File: src/rtl/eth_init_seq.sv
// Table-driven register init sequencer feeding the eth_cfg user config port.
// Optional cfg_resp checking on request completion: ETH_INIT_SEQ_RESP_CHK_EN.
module eth_init_seq #(
  parameter int TBL_ADDR_WIDTH = 6,
  parameter int REG_ADDR_WIDTH = 32,
  parameter int REG_DATA_WIDTH = 32,
  parameter int TIMEOUT_CYC    = 4096,
  parameter int POLL_RETRY     = 255
) (
  input  logic                      s_axi_aclk,
  input  logic                      s_axi_aresetn,
  input  logic                      start,
  output logic                      init_busy,
  output logic                      init_done,
  output logic                      init_err,
  output logic [1:0]                err_code,
  output logic [TBL_ADDR_WIDTH-1:0] err_idx,
  output logic [TBL_ADDR_WIDTH-1:0] tbl_addr,
  input  logic [1:0]                tbl_op,
  input  logic [REG_ADDR_WIDTH-1:0] tbl_reg_addr,
  input  logic [REG_DATA_WIDTH-1:0] tbl_reg_data,
  input  logic [REG_DATA_WIDTH-1:0] tbl_reg_mask,
  input  logic                      cfg_busy,
  input  logic [1:0]                cfg_resp,
  output logic                      cfg_wr_en,
  output logic [REG_ADDR_WIDTH-1:0] cfg_wr_addr,
  output logic [REG_DATA_WIDTH-1:0] cfg_wr_data,
  output logic                      cfg_rd_en,
  output logic [REG_ADDR_WIDTH-1:0] cfg_rd_addr,
  input  logic                      cfg_rd_vld,
  input  logic [REG_DATA_WIDTH-1:0] cfg_rd_data
);

  localparam int TO_W  = $clog2(TIMEOUT_CYC) + 1;
  localparam int CNT_W = (REG_DATA_WIDTH > TO_W) ? REG_DATA_WIDTH : TO_W;
  localparam logic [CNT_W-1:0]          TO_LAST   = CNT_W'(TIMEOUT_CYC - 1);
  localparam logic [7:0]                RETRY_MAX = 8'(POLL_RETRY);
  localparam logic [TBL_ADDR_WIDTH-1:0] IDX_LAST  = '1;

  localparam logic [1:0] OP_END = 2'b00, OP_WRITE = 2'b01, OP_POLL = 2'b10, OP_DELAY = 2'b11;

  typedef enum logic [3:0] {
    S_IDLE, S_FETCH, S_DECODE, S_WR_ISSUE, S_WR_WAIT,
    S_RD_ISSUE, S_RD_WAIT, S_DELAY, S_DONE, S_ERR
  } state_t;

  state_t state, state_nxt;

  logic [REG_ADDR_WIDTH-1:0] addr_q, addr_nxt;
  logic [REG_DATA_WIDTH-1:0] data_q, data_nxt, mask_q, mask_nxt;
  logic [CNT_W-1:0]          cnt, cnt_nxt;
  logic [7:0]                retry_cnt, retry_nxt;
  logic                      seen_busy, seen_busy_nxt;
  logic                      rd_got, rd_got_nxt, rd_match, rd_match_nxt;

  logic                      init_busy_nxt, init_done_nxt, init_err_nxt;
  logic [1:0]                err_code_nxt;
  logic [TBL_ADDR_WIDTH-1:0] err_idx_nxt, tbl_addr_nxt;
  logic                      cfg_wr_en_nxt, cfg_rd_en_nxt;
  logic [REG_ADDR_WIDTH-1:0] cfg_wr_addr_nxt, cfg_rd_addr_nxt;
  logic [REG_DATA_WIDTH-1:0] cfg_wr_data_nxt;

  logic       adv, err_set;
  logic [1:0] err_set_code;
  logic       resp_bad;

`ifdef ETH_INIT_SEQ_RESP_CHK_EN
  assign resp_bad = (cfg_resp != 2'b00);
`else
  logic unused_resp;
  assign unused_resp = ^cfg_resp;
  assign resp_bad    = 1'b0;
`endif

  always_ff @(posedge s_axi_aclk or negedge s_axi_aresetn) begin
    if (!s_axi_aresetn) begin
      state       <= S_IDLE;
      addr_q      <= '0;
      data_q      <= '0;
      mask_q      <= '0;
      cnt         <= '0;
      retry_cnt   <= '0;
      seen_busy   <= 1'b0;
      rd_got      <= 1'b0;
      rd_match    <= 1'b0;
      init_busy   <= 1'b0;
      init_done   <= 1'b0;
      init_err    <= 1'b0;
      err_code    <= '0;
      err_idx     <= '0;
      tbl_addr    <= '0;
      cfg_wr_en   <= 1'b0;
      cfg_wr_addr <= '0;
      cfg_wr_data <= '0;
      cfg_rd_en   <= 1'b0;
      cfg_rd_addr <= '0;
    end else begin
      state       <= state_nxt;
      addr_q      <= addr_nxt;
      data_q      <= data_nxt;
      mask_q      <= mask_nxt;
      cnt         <= cnt_nxt;
      retry_cnt   <= retry_nxt;
      seen_busy   <= seen_busy_nxt;
      rd_got      <= rd_got_nxt;
      rd_match    <= rd_match_nxt;
      init_busy   <= init_busy_nxt;
      init_done   <= init_done_nxt;
      init_err    <= init_err_nxt;
      err_code    <= err_code_nxt;
      err_idx     <= err_idx_nxt;
      tbl_addr    <= tbl_addr_nxt;
      cfg_wr_en   <= cfg_wr_en_nxt;
      cfg_wr_addr <= cfg_wr_addr_nxt;
      cfg_wr_data <= cfg_wr_data_nxt;
      cfg_rd_en   <= cfg_rd_en_nxt;
      cfg_rd_addr <= cfg_rd_addr_nxt;
    end
  end

  always_comb begin
    state_nxt       = state;
    addr_nxt        = addr_q;
    data_nxt        = data_q;
    mask_nxt        = mask_q;
    cnt_nxt         = cnt;
    retry_nxt       = retry_cnt;
    seen_busy_nxt   = seen_busy;
    rd_got_nxt      = rd_got;
    rd_match_nxt    = rd_match;
    init_done_nxt   = init_done;
    init_err_nxt    = init_err;
    err_code_nxt    = err_code;
    err_idx_nxt     = err_idx;
    tbl_addr_nxt    = tbl_addr;
    cfg_wr_en_nxt   = 1'b0;
    cfg_wr_addr_nxt = cfg_wr_addr;
    cfg_wr_data_nxt = cfg_wr_data;
    cfg_rd_en_nxt   = 1'b0;
    cfg_rd_addr_nxt = cfg_rd_addr;
    adv             = 1'b0;
    err_set         = 1'b0;
    err_set_code    = 2'd0;

    unique case (state)
      S_IDLE: begin
        if (start) begin
          state_nxt     = S_FETCH;
          tbl_addr_nxt  = '0;
          init_done_nxt = 1'b0;
          init_err_nxt  = 1'b0;
          err_code_nxt  = '0;
          err_idx_nxt   = '0;
        end
      end
      S_FETCH: state_nxt = S_DECODE;
      S_DECODE: begin
        addr_nxt  = tbl_reg_addr;
        data_nxt  = tbl_reg_data;
        mask_nxt  = tbl_reg_mask;
        cnt_nxt   = '0;
        retry_nxt = '0;
        case (tbl_op)
          OP_END: begin
            state_nxt     = S_DONE;
            init_done_nxt = 1'b1;
          end
          OP_WRITE: state_nxt = S_WR_ISSUE;
          OP_POLL:  state_nxt = S_RD_ISSUE;
          OP_DELAY: state_nxt = S_DELAY;
        endcase
      end
      // Issue only once downstream is idle; the wait is bounded by the same timeout.
      S_WR_ISSUE: begin
        if (!cfg_busy) begin
          cfg_wr_en_nxt   = 1'b1;
          cfg_wr_addr_nxt = addr_q;
          cfg_wr_data_nxt = data_q;
          cnt_nxt         = '0;
          seen_busy_nxt   = 1'b0;
          state_nxt       = S_WR_WAIT;
        end else if (cnt == TO_LAST) begin
          err_set      = 1'b1;
          err_set_code = 2'd1;
        end else begin
          cnt_nxt = cnt + CNT_W'(1);
        end
      end
      S_WR_WAIT: begin
        if (cfg_busy) seen_busy_nxt = 1'b1;
        if (seen_busy && !cfg_busy) begin
          if (resp_bad) begin
            err_set      = 1'b1;
            err_set_code = 2'd3;
          end else begin
            adv = 1'b1;
          end
        end else if (cnt == TO_LAST) begin
          err_set      = 1'b1;
          err_set_code = 2'd1;
        end else begin
          cnt_nxt = cnt + CNT_W'(1);
        end
      end
      S_RD_ISSUE: begin
        if (!cfg_busy) begin
          cfg_rd_en_nxt   = 1'b1;
          cfg_rd_addr_nxt = addr_q;
          cnt_nxt         = '0;
          rd_got_nxt      = 1'b0;
          rd_match_nxt    = 1'b0;
          state_nxt       = S_RD_WAIT;
        end else if (cnt == TO_LAST) begin
          err_set      = 1'b1;
          err_set_code = 2'd1;
        end else begin
          cnt_nxt = cnt + CNT_W'(1);
        end
      end
      S_RD_WAIT: begin
        if (cfg_rd_vld) begin
          rd_got_nxt   = 1'b1;
          rd_match_nxt = (((cfg_rd_data ^ data_q) & mask_q) == '0);
        end
        if (rd_got && !cfg_busy) begin
          if (resp_bad) begin
            err_set      = 1'b1;
            err_set_code = 2'd3;
          end else if (rd_match) begin
            adv = 1'b1;
          end else if (retry_cnt < RETRY_MAX) begin
            retry_nxt = retry_cnt + 8'd1;
            cnt_nxt   = '0;
            state_nxt = S_RD_ISSUE;
          end else begin
            err_set      = 1'b1;
            err_set_code = 2'd2;
          end
        end else if (cnt == TO_LAST) begin
          err_set      = 1'b1;
          err_set_code = 2'd1;
        end else begin
          cnt_nxt = cnt + CNT_W'(1);
        end
      end
      // A zero count still spends one cycle here.
      S_DELAY: begin
        if ((cnt + CNT_W'(1)) >= CNT_W'(data_q)) adv = 1'b1;
        else cnt_nxt = cnt + CNT_W'(1);
      end
      S_DONE:  state_nxt = S_IDLE;
      S_ERR:   state_nxt = S_IDLE;
      default: state_nxt = S_IDLE;
    endcase

    if (err_set) begin
      state_nxt    = S_ERR;
      init_err_nxt = 1'b1;
      err_code_nxt = err_set_code;
      err_idx_nxt  = tbl_addr;
    end else if (adv) begin
      if (tbl_addr == IDX_LAST) begin
        state_nxt     = S_DONE;
        init_done_nxt = 1'b1;
      end else begin
        tbl_addr_nxt = tbl_addr + TBL_ADDR_WIDTH'(1);
        state_nxt    = S_FETCH;
      end
    end

    init_busy_nxt = (state_nxt != S_IDLE);
  end

endmodule
File: config.mk
export PLATFORM = sky130hd
export DESIGN_NAME = eth_init_seq
export DESIGN_NICKNAME = d
export VERILOG_FILES = /design/src/rtl/eth_init_seq.sv
export SDC_FILE = /design/constraint.sdc
export NUM_CORES = 1
export LEC_CHECK = 0
export BUFFER_PORTS_ARGS = -buffer_cell sky130_fd_sc_hd__clkbuf_2
export CORE_ASPECT_RATIO = 0.6
export CORE_MARGIN = 3
export CORE_UTILIZATION = 30
export DETAILED_ROUTE_END_ITERATION = 8
export PLACE_DENSITY = 0.5
export SYNTH_ARGS = -nofsm -noshare
export SYNTH_HDL_FRONTEND = slang
export SYNTH_SLANG_ARGS = --single-unit
File: constraint.sdc
create_clock -name s_axi_aclk -period 5.65 [get_ports s_axi_aclk]
set_clock_uncertainty 0.05 [all_clocks]
set_input_delay 0.565 -clock s_axi_aclk [delete_from_list [all_inputs] [get_ports s_axi_aclk]]
set_output_delay 0.565 -clock s_axi_aclk [all_outputs]
set_load 0.02 [all_outputs]
* Yosys cells after proc, flatten, opt, wreduce, memory -nomap -nowiden
Index checks and enable logic that the tools add are counted.
Word-level totals: register bits after elaboration 258
Operators by class: add/subtract/negate cells 3, order comparisons 2, equal/unequal tests 23, multiplexer cells 72, bitwise logic cells 3, reductions and logical operators 22
Operators by type and width (number):
- $mux 32 | 7
- $pmux 32 s5 | 1
- $mux 6 | 8
- $mux 4 | 9
- $add 32x1->32 const B | 1
- $and 32x32->32 | 1
- $eq 32x12->1 const B | 1
- $ge 32x32->1 | 1
- $logic_not 32->1 | 1
- $xor 32x32->32 | 1
- $mux 1 | 28
- $pmux 4 s7 | 1
- $mux 8 | 3
- $ne 2x2->1 const B | 9
- $eq 4x3->1 const B | 4
- $pmux 4 s4 | 1
- $pmux 8 s2 | 1
- $mux 2 | 6
- $reduce_bool 2->1 | 5
- $add 8x1->8 const B | 1
- $eq 4x2->1 const B | 2
- $lt 8x8->1 const B | 1
- $pmux 1 s2 | 4
- $add 6x1->6 const B | 1
- 19 further kinds | 27

* Longest topological paths before layout
Gate-level depths: netlist of run 1.
word-level depth 8, gate-level depth with buffers 18, gate-level depth less buffers 15

* Worst setup path after synthesis of run 1
OpenSTA, ideal clock, no wires.
path type register to register, start point register cnt[0], end point register state[0], library setup time 79 ps, arrival 3365 ps, data required time 5521 ps, setup slack 2156 ps, stages on the path, launching flop included 17, buffers on the path 2, cells stage by stage dfrtp_1 ha_1 nand3_1 nor2_1 nand3_1 nor2_2 nand3_1 xnor2_1 ha_1 nand4_1 nor4_1 and2_1 o211ai_1 nand4b_1 buf_2 buf_2 mux2i_1
Between the ends: word-level cells in the longest chain between the ends 6, elaborated cells between the ends (all ways) 12, those cells by class 1 x add/sub; 1 x order compare; 1 x eq/ne; 9 x mux
Ends and longest elaborated chain:
- start: declaration | line 51 | logic [CNT_W-1:0] cnt, cnt_nxt;
- start signal: assignment | line 102 | cnt <= cnt_nxt;
- $add 32x1->32 | line 248 | if ((cnt + CNT_W'(1)) >= CNT_W'(data_q)) adv = 1'b1;
- $ge 32x32->1 | line 248
- $mux 1 | line 248
- $pmux 1 s3 | line 145 | unique case (state)
- $mux 4 | line 261 | end else if (adv) begin
- $mux 4 * | line 256 | if (err_set) begin
- named net state_nxt[0] | line 47 | state_t state, state_nxt;
- end signal: assignment | line 98 | state <= state_nxt;
- end: declaration | line 47
Mark *: on every way through the listed nets, which the timed path passes. The rest lies on a longest branch. A chain may end at the register's enable or synchronous reset.

* Worst setup path after layout of run 1
start point register cnt[7], end point register cnt[26]
Between the ends: word-level cells in the longest chain between the ends 4, elaborated cells between the ends (all ways) 11, those cells by class 1 x add/sub; 1 x order compare; 2 x eq/ne; 6 x mux; 1 x reduce/logical
Ends and longest elaborated chain:
- $add 32x1->32 / $eq 32x12->1 (equally long branches)
- $ge 32x32->1 / $mux 32 (equally long branches)
- $ne 2x2->1 (no source line) (tied with other cells)
- $reduce_and 5->1 (no source line) / $pmux 32 s5 (equally long branches)
Parallel ways exist; a longest one is shown, timed or not. The select of a mux whose other input is x is not followed.

==> results of run 1 <==
==> cell families (layout without fill, tap and decap cells) <==
family          count (synthesis)  in the layout  share of synthesized area [%]
simple gates                  329            329                           12.6
xor+xnor                       70             70                           5.00
buf+inv                       112            364                           3.90
fa+ha+maj                      35             35                           3.57
compound gates                191            191                           10.0
flops                         258            258                           52.7
mux                           133            133                           12.2
==> cell type report <==
cell class / instances / area (sq um)
fillers: 3979 / 24800
clock buffers: 36 / 738
repair buffers: 264 / 1390
inverters: 53 / 199
clock inverters: 11 / 125
multi-input cells: 758 / 5330
flip-flops and latches: 258 / 6460
well taps: 522 / 653
==> cell usage after synthesis, drive strengths merged (3+ instances only) <==
master,n
mux2i,3
a21boi,3
o31ai,34
nor3,13
o41ai,4
o21ai,67
nand2,182
o22ai,3
and3,18
a21oi,34
mux2,130
a31oi,7
ha,35
a22oi,12
nand4,17
nor2,34
xor2,47
and2,8
buf,40
dfrtp,258
o211ai,3
nand2b,4
nor4,11
inv,53
a211oi,5
and4,5
clkbuf,19
xnor2,23
nand3,30
==> state kept, by name, summed over array words and instances (netlist names), 2 cells and up <==
name	count
tbl_addr	6
cnt	32
retry_cnt	8
data_q	32
state	4
err_idx	6
mask_q	32
err_code	2
addr_q	32
cfg_wr_data	32
cfg_rd_addr	32
cfg_wr_addr	32
==> routing by layer <==
metal | track usage [%] | vias to the layer above | part of all wire [%]
li1 | - | 4421 | -
met1 | 25.1 | 4512 | 49
met2 | 24.2 | 246 | 42
met3 | 3.87 | 52 | 6.3
met4 | 3.91 | 4 | 2.4
met5 | 0 | - | 0.084
==> power by group <==
part,switching (W),internal [W],total (W)
Clock,0.000765,0.00101,0.00177
Sequential,0.000556,0.00257,0.00312
Combinational,0.00175,0.00114,0.00289
Total,0.00307,0.00471,0.00778
==> worst min-delay path by stage <==
stage | end | slack [ns] | from | cells past startpoint
floorplan | addr_q[0] | 0.22 | s_axi_aresetn | 0
global placement | cfg_rd_addr[23] | 0.41 | cfg_rd_addr[23] | 2
detailed placement | cfg_rd_addr[23] | 0.41 | cfg_rd_addr[23] | 2
CTS | data_q[20] | 0.06 | s_axi_aresetn | 1
global route | data_q[20] | 0.07 | s_axi_aresetn | 1
finish | data_q[20] | -0.01 | s_axi_aresetn | 1
==> critical path: cells and delay by family (launching register included) <==
family          cells  cell delay (ns)
compound gates      3             0.60
xor+xnor            1             0.18
fa+ha+maj           1             0.33
simple gates        9             2.29
buf+inv             2             0.58
flops               1             0.47
==> stage by stage <==
step / cells / util [%] / worst slack [ns]
after floorplan: 1128 / - / 2.16
after global routing: 1902 / 37.6 / 0.626
after CTS: 1902 / 37.6 / 1.00
after detailed placement: 1855 / 35.4 / 1.07
after global placement: 1855 / 35.4 / 1.08
final: 1902 / 37.6 / 0.973
==> flow_metrics.env, run 1 <==
export IMPL_status="finished with violations"
export IMPL_violations="hold timing"
export IMPL_port_buffers=249
export IMPL_clockBufferDepth=3
export IMPL_antenna_cells=0
export IMPL_r2r_end="cnt[26]"
export IMPL_grt_max_degree=113
export IMPL_maxSlewHeadroom_pct=37.2
export IMPL_cp_arrival_ns=5.03
export IMPL_first_iter_violations=685
export IMPL_slowest_stage="dfrtp_1"
export IMPL_cts_sinks=258
export IMPL_finalPower_w=0.00778
export IMPL_via_count=9235
export IMPL_synth_edf_count=0
export IMPL_grt_pass1_wl_um=56000
export IMPL_maxCapViolCount=0
export IMPL_path_clk_slew_ns=0.07
export IMPL_synth_area_leaders="dfrtp_1 53%, mux2_2 12%, nand2_1 5.6%"
export IMPL_worstSetupPathType="flip-flop to flip-flop"
export IMPL_setup_worst_path_end="cnt[26]"
export IMPL_worstSetupStartpointType="flip-flop"
export IMPL_track_usage_pct=16.7
export IMPL_yosysUniqueCellTypes=63
export IMPL_syn_nets=1300
export IMPL_rows=56
export IMPL_ir_worst_vdd_uv=253
export IMPL_gp_congestion=0.830
export IMPL_clk_latency_ns=0.56
export IMPL_hold_ws_ns=-0.0144
export IMPL_firstDrtPassIters=5
export IMPL_post_cts_buffers=0
export IMPL_crit_required_ns=6.00
export IMPL_rsz0062_at_grt="no"
export IMPL_syn_area_per_cell_sq_um=10.9
export IMPL_ant_nets=0
export IMPL_setup_tns_ns=0
export IMPL_final_area_sq_mm=0.0149
export IMPL_core_area_sq_mm=0.0397
export IMPL_finalHoldViolations=4
export IMPL_cts_root_buf="clkbuf_16"
export IMPL_dp_hpwl_um=27200
export IMPL_r2r_start="cnt[7]"
export IMPL_r2r_cells=16
export IMPL_gr_total_overflow=0
export IMPL_slew_viol_final=0
export IMPL_leakage_nw=7.25
export IMPL_drt_drc_violations_left=0
export IMPL_viasPerCell=4.86
export IMPL_antenna_found_initial=3
export IMPL_synth_area_leader_cell="dfrtp_1"
export IMPL_design_die_area_sq_mm=0.0434
export IMPL_slowest_delay_ns=0.47
export IMPL_syn2layout_area_growth_pct=21.6
export IMPL_synth_area_sq_mm=0.0123
export IMPL_yosysSeqAreaShare_pct=52.7
export IMPL_pwr_density_cell_mw_per_mm2=522
export IMPL_final_common_cell="dfrtp_1"
export IMPL_cts_made_buffers=26
export IMPL_htreeDepth=1
export IMPL_startpoint="cnt[7]"
export IMPL_worst_path_most_repeated_cell="buf_4"
export IMPL_yosysWarningCount=0
export IMPL_wirelength_um=37000
export IMPL_grt_pass1_vias=9089
export IMPL_drive_above_1_share_pct=32.9
export IMPL_yosys_area_top_type_share_pct=52.7
export IMPL_postSynthCellCount=1128
export IMPL_io_pins=252
export IMPL_setup_viol=0
export IMPL_placed_cell_area_sq_mm=0.0140
export IMPL_fmax_mhz=214
export IMPL_fin_crit_sh_pct=82.8
export IMPL_post_cts_resized=0
export IMPL_final_nets=1533
export IMPL_cts_hold_repair_buffers=0
export IMPL_worstPathCellList="and4_4 -> and4_1 -> nand3_2 -> nor2_2 -> nand3_1 -> xnor2_1 -> ha_1 -> nand4_1 -> nor4_1 -> a22oi_1 -> a21oi_1 -> nand4b_1 -> buf_4 -> nand2b_1 -> buf_4 -> o41ai_1"
export IMPL_die_h_um=163
export IMPL_die_x_um=267
export IMPL_ys_ff_latch=258
export IMPL_crit_fanout=31
export IMPL_async_reset_ff_share_pct=100
export IMPL_min_path_type="input pin to asynchronous set/reset pin"
export IMPL_final_cell_mix="258 x dfrtp_1, 248 x clkbuf_2, 182 x nand2_1"
export IMPL_r2r_slack_ns=0.97
export IMPL_endpoint_kind="flip-flop"
export IMPL_dominantRegCellSynth="dfrtp_1"
export IMPL_initial_core_util_pct=30.9
export IMPL_wire_per_inst_um=19.5
export IMPL_tightest_slew_ns=0.942
export IMPL_fin_crit_ns=4.68
export IMPL_cts_tree="yes"
Note: power is estimated with default switching activity, not from simulation.
==> run 2: changes to the inputs <==
- PLACE_DENSITY: 0.5 -> 0.52
- clock period: 5.65 -> 3.8 ns (I/O delays scaled with it)
==> run 2 against run 1 <==
Compared with the run above:
- sequential power up 49%
- largest cell class unchanged
- total power up 52%
- global-route usage up 0.35 points
- first-iteration DRC count down 11%
- via count up 5.0%
- hold slack better by 0.032 ns
- clock power up 50%
- flip-flop and latch count unchanged
- worst setup slack worse by 0.89 ns
- critical endpoint is now cnt[7]
- the flow now finishes without violations
- die area unchanged
- maximum frequency up 26%
- combinational power up 57%
==> flow_metrics.env, run 2 (synthesis results as in run 1) <==
export IMPL_status="finished clean"
export IMPL_gr_total_overflow=0
export IMPL_fmax_mhz=269
export IMPL_fin_crit_ns=3.71
export IMPL_power_frac_seq_pct=39.3
export IMPL_maxCapViolCount=0
export IMPL_cts_tree="yes"
export IMPL_final_util_pct=40.5
export IMPL_viasPerCell=4.82
export IMPL_antenna_cells=0
export IMPL_final_common_cell="dfrtp_1"
export IMPL_syn2layout_area_growth_pct=31.2
export IMPL_ir_worst_vdd_uv=350
export IMPL_path_clk_slew_ns=0.06
export IMPL_maxSlewHeadroom_pct=36.9
export IMPL_tightest_slew_ns=0.946
export IMPL_fin_crit_sh_pct=97.7
export IMPL_grt_max_degree=91
export IMPL_antenna_found_initial=1
export IMPL_crit_fanout=12
export IMPL_htreeDepth=1
export IMPL_seq_area_sq_mm=0.00646
export IMPL_drive_above_1_share_pct=36.5
export IMPL_drt_drc_violations_left=0
export IMPL_fillCellCount=3925
export IMPL_initial_core_util_pct=30.9
export IMPL_cts_root_buf="clkbuf_16"
export IMPL_grt_pass1_wl_um=57800
export IMPL_gp_congestion=0.874
export IMPL_p_clk_share_pct=22.4
export IMPL_crit_required_ns=4.22
export IMPL_worstPathCellList="and4_4 -> and4_4 -> buf_4 -> and2_1 -> nand2_1 -> xnor2_2 -> ha_1 -> a21oi_1 -> o21ai_0 -> a22oi_1 -> a21oi_1 -> buf_4 -> nand4b_1 -> buf_6 -> a2111o_1 -> o21ai_1"
export IMPL_combinationalPowerShare_pct=38.3
export IMPL_grt_pass1_vias=9711
export IMPL_p_sw_w=0.00463
export IMPL_rsz0062_at_grt="yes"
export IMPL_crit_buf_inv=3
export IMPL_critical_path_cell_count=16
export IMPL_endpoint_kind="flip-flop"
export IMPL_die_x_um=267
export IMPL_dp_hpwl_um=27700
export IMPL_slew_viol_final=0
export IMPL_first_iter_violations=607
export IMPL_wirelength_um=37900
export IMPL_multi_input_area_sq_mm=0.00549
export IMPL_leakage_nw=7.85
export IMPL_rows=56
export IMPL_slowest_delay_ns=0.47
export IMPL_finalHoldViolations=0
export IMPL_worstSetupPathType="flip-flop to flip-flop"
export IMPL_pwr_density_cell_mw_per_mm2=736
export IMPL_port_buffers=249
export IMPL_cp_arrival_ns=4.13
export IMPL_firstDrtPassIters=5
export IMPL_cts_sinks=258
export IMPL_critPathTopFamily="compound AO/OA/AOI/OAI gates"
export IMPL_via_count=9698
export IMPL_final_nets=1647
export IMPL_track_usage_pct=17.1
export IMPL_clk_latency_ns=0.54
export IMPL_slowest_stage="a2111o_1"
export IMPL_wire_per_inst_um=18.8
export IMPL_design_die_area_sq_mm=0.0434
export IMPL_die_h_um=163
export IMPL_switching_share_pct=39.1
export IMPL_core_area_sq_mm=0.0397
export IMPL_final_cell_mix="257 x dfrtp_1, 248 x clkbuf_2, 181 x nand2_1"
export IMPL_setup_viol=0
export IMPL_clockBufferDepth=3
export IMPL_finalPower_w=0.0118
export IMPL_min_path_type="input pin to flip-flop"
export IMPL_min_path_cells=3
export IMPL_p_int_w=0.00720
export IMPL_r2r_cells=16
export IMPL_ant_nets=0
export IMPL_io_pins=252
export IMPL_cts_made_buffers=27
export IMPL_worstSetupStartpointType="flip-flop"
## run 2: changes by cell type in the layout (fill, tap and decap cells not counted), sizes merged
cell,change
clkinv,-4
buf,+66
inv,+1
dlygate4sd3,+47
## run 2: final timing paths
path / startpoint / end / slack, ns
hold reg to reg: cfg_rd_addr[11] / cfg_rd_addr[11] / 0.43
hold / removal: tbl_reg_data[19] / data_q[19] / 0.02
min in group asynchronous: s_axi_aresetn / data_q[21] / 0.40
setup / recovery: cnt[9] / cnt[7] / 0.09
max in group asynchronous: s_axi_aresetn / cfg_wr_addr[15] / 2.34
setup reg to reg: cnt[9] / cnt[7] / 0.09
## run 2: cell type report
| type | count | area share [%] |
|---|---|---|
| Sequential cell | 258 | 40.2 |
| Multi-Input combinational cell | 758 | 34.1 |
| Timing Repair Buffer | 377 | 15.0 |
| Clock buffer | 36 | 4.73 |
| Tap cell | 522 | 4.06 |
| Inverter | 53 | 1.24 |
| Clock inverter | 8 | 0.615 |
## run 2: stage by stage
step / setup slack [ns] / setup TNS [ns] / instance area (sq um) / hold slack, ns / std cells
6_report: 0.0855 / 0 / 16100 / 0.0179 / 2012
5_1_grt: -0.104 / -1.16 / 16100 / 0.00468 / 2012
3_3_place_gp: -0.0437 / -0.136 / 14500 / 0.408 / 1911
4_1_cts: 0.00796 / 0 / 15800 / 0.000249 / 2002
3_5_place_dp: -0.0313 / -0.0652 / 14500 / 0.406 / 1911
2_1_floorplan: 0.306 / 0 / 12300 / 0.0344 / 1128
## run 2: repair_timing
| item | in CTS | in global routing |
|---|---|---|
| cloned | 0 | 0 |
| gates resized for setup | 2 | 34 |
| setup endpoints to repair | 15 | 44 |
| hold buffers | 46 | 1 |
| hold endpoints to repair | 133 | 1 |
| pin swaps | 1 | 20 |
| buffers inserted | 1 | 9 |
## run 2: worst min-delay path, stage by stage
cell and delay [ns]:
clkbuf_2 0.07, nand2_1 0.04, o21ai_0 0.07
## run 2: power by group through the flow
stage	Clock, W	Combinational, W	Sequential, W
3_3_place_gp	0	0.00440	0.00466
4_1_cts	0.00273	0.00454	0.00466
3_5_place_dp	0	0.00448	0.00470
2_1_floorplan	0	0.00233	0.00501
6_report	0.00265	0.00453	0.00464
5_1_grt	0.00283	0.00496	0.00481
## run 2: per-layer routing
metal	routed length, um	share of wire (%)	track usage, %	vias to the layer above
met1	18500	49	25.1	4788
li1	-	-	-	4648
met3	2280	6.0	4.32	35
met5	13	0.034	0	-
met4	464	1.2	2.51	2
met2	16600	44	25.7	225
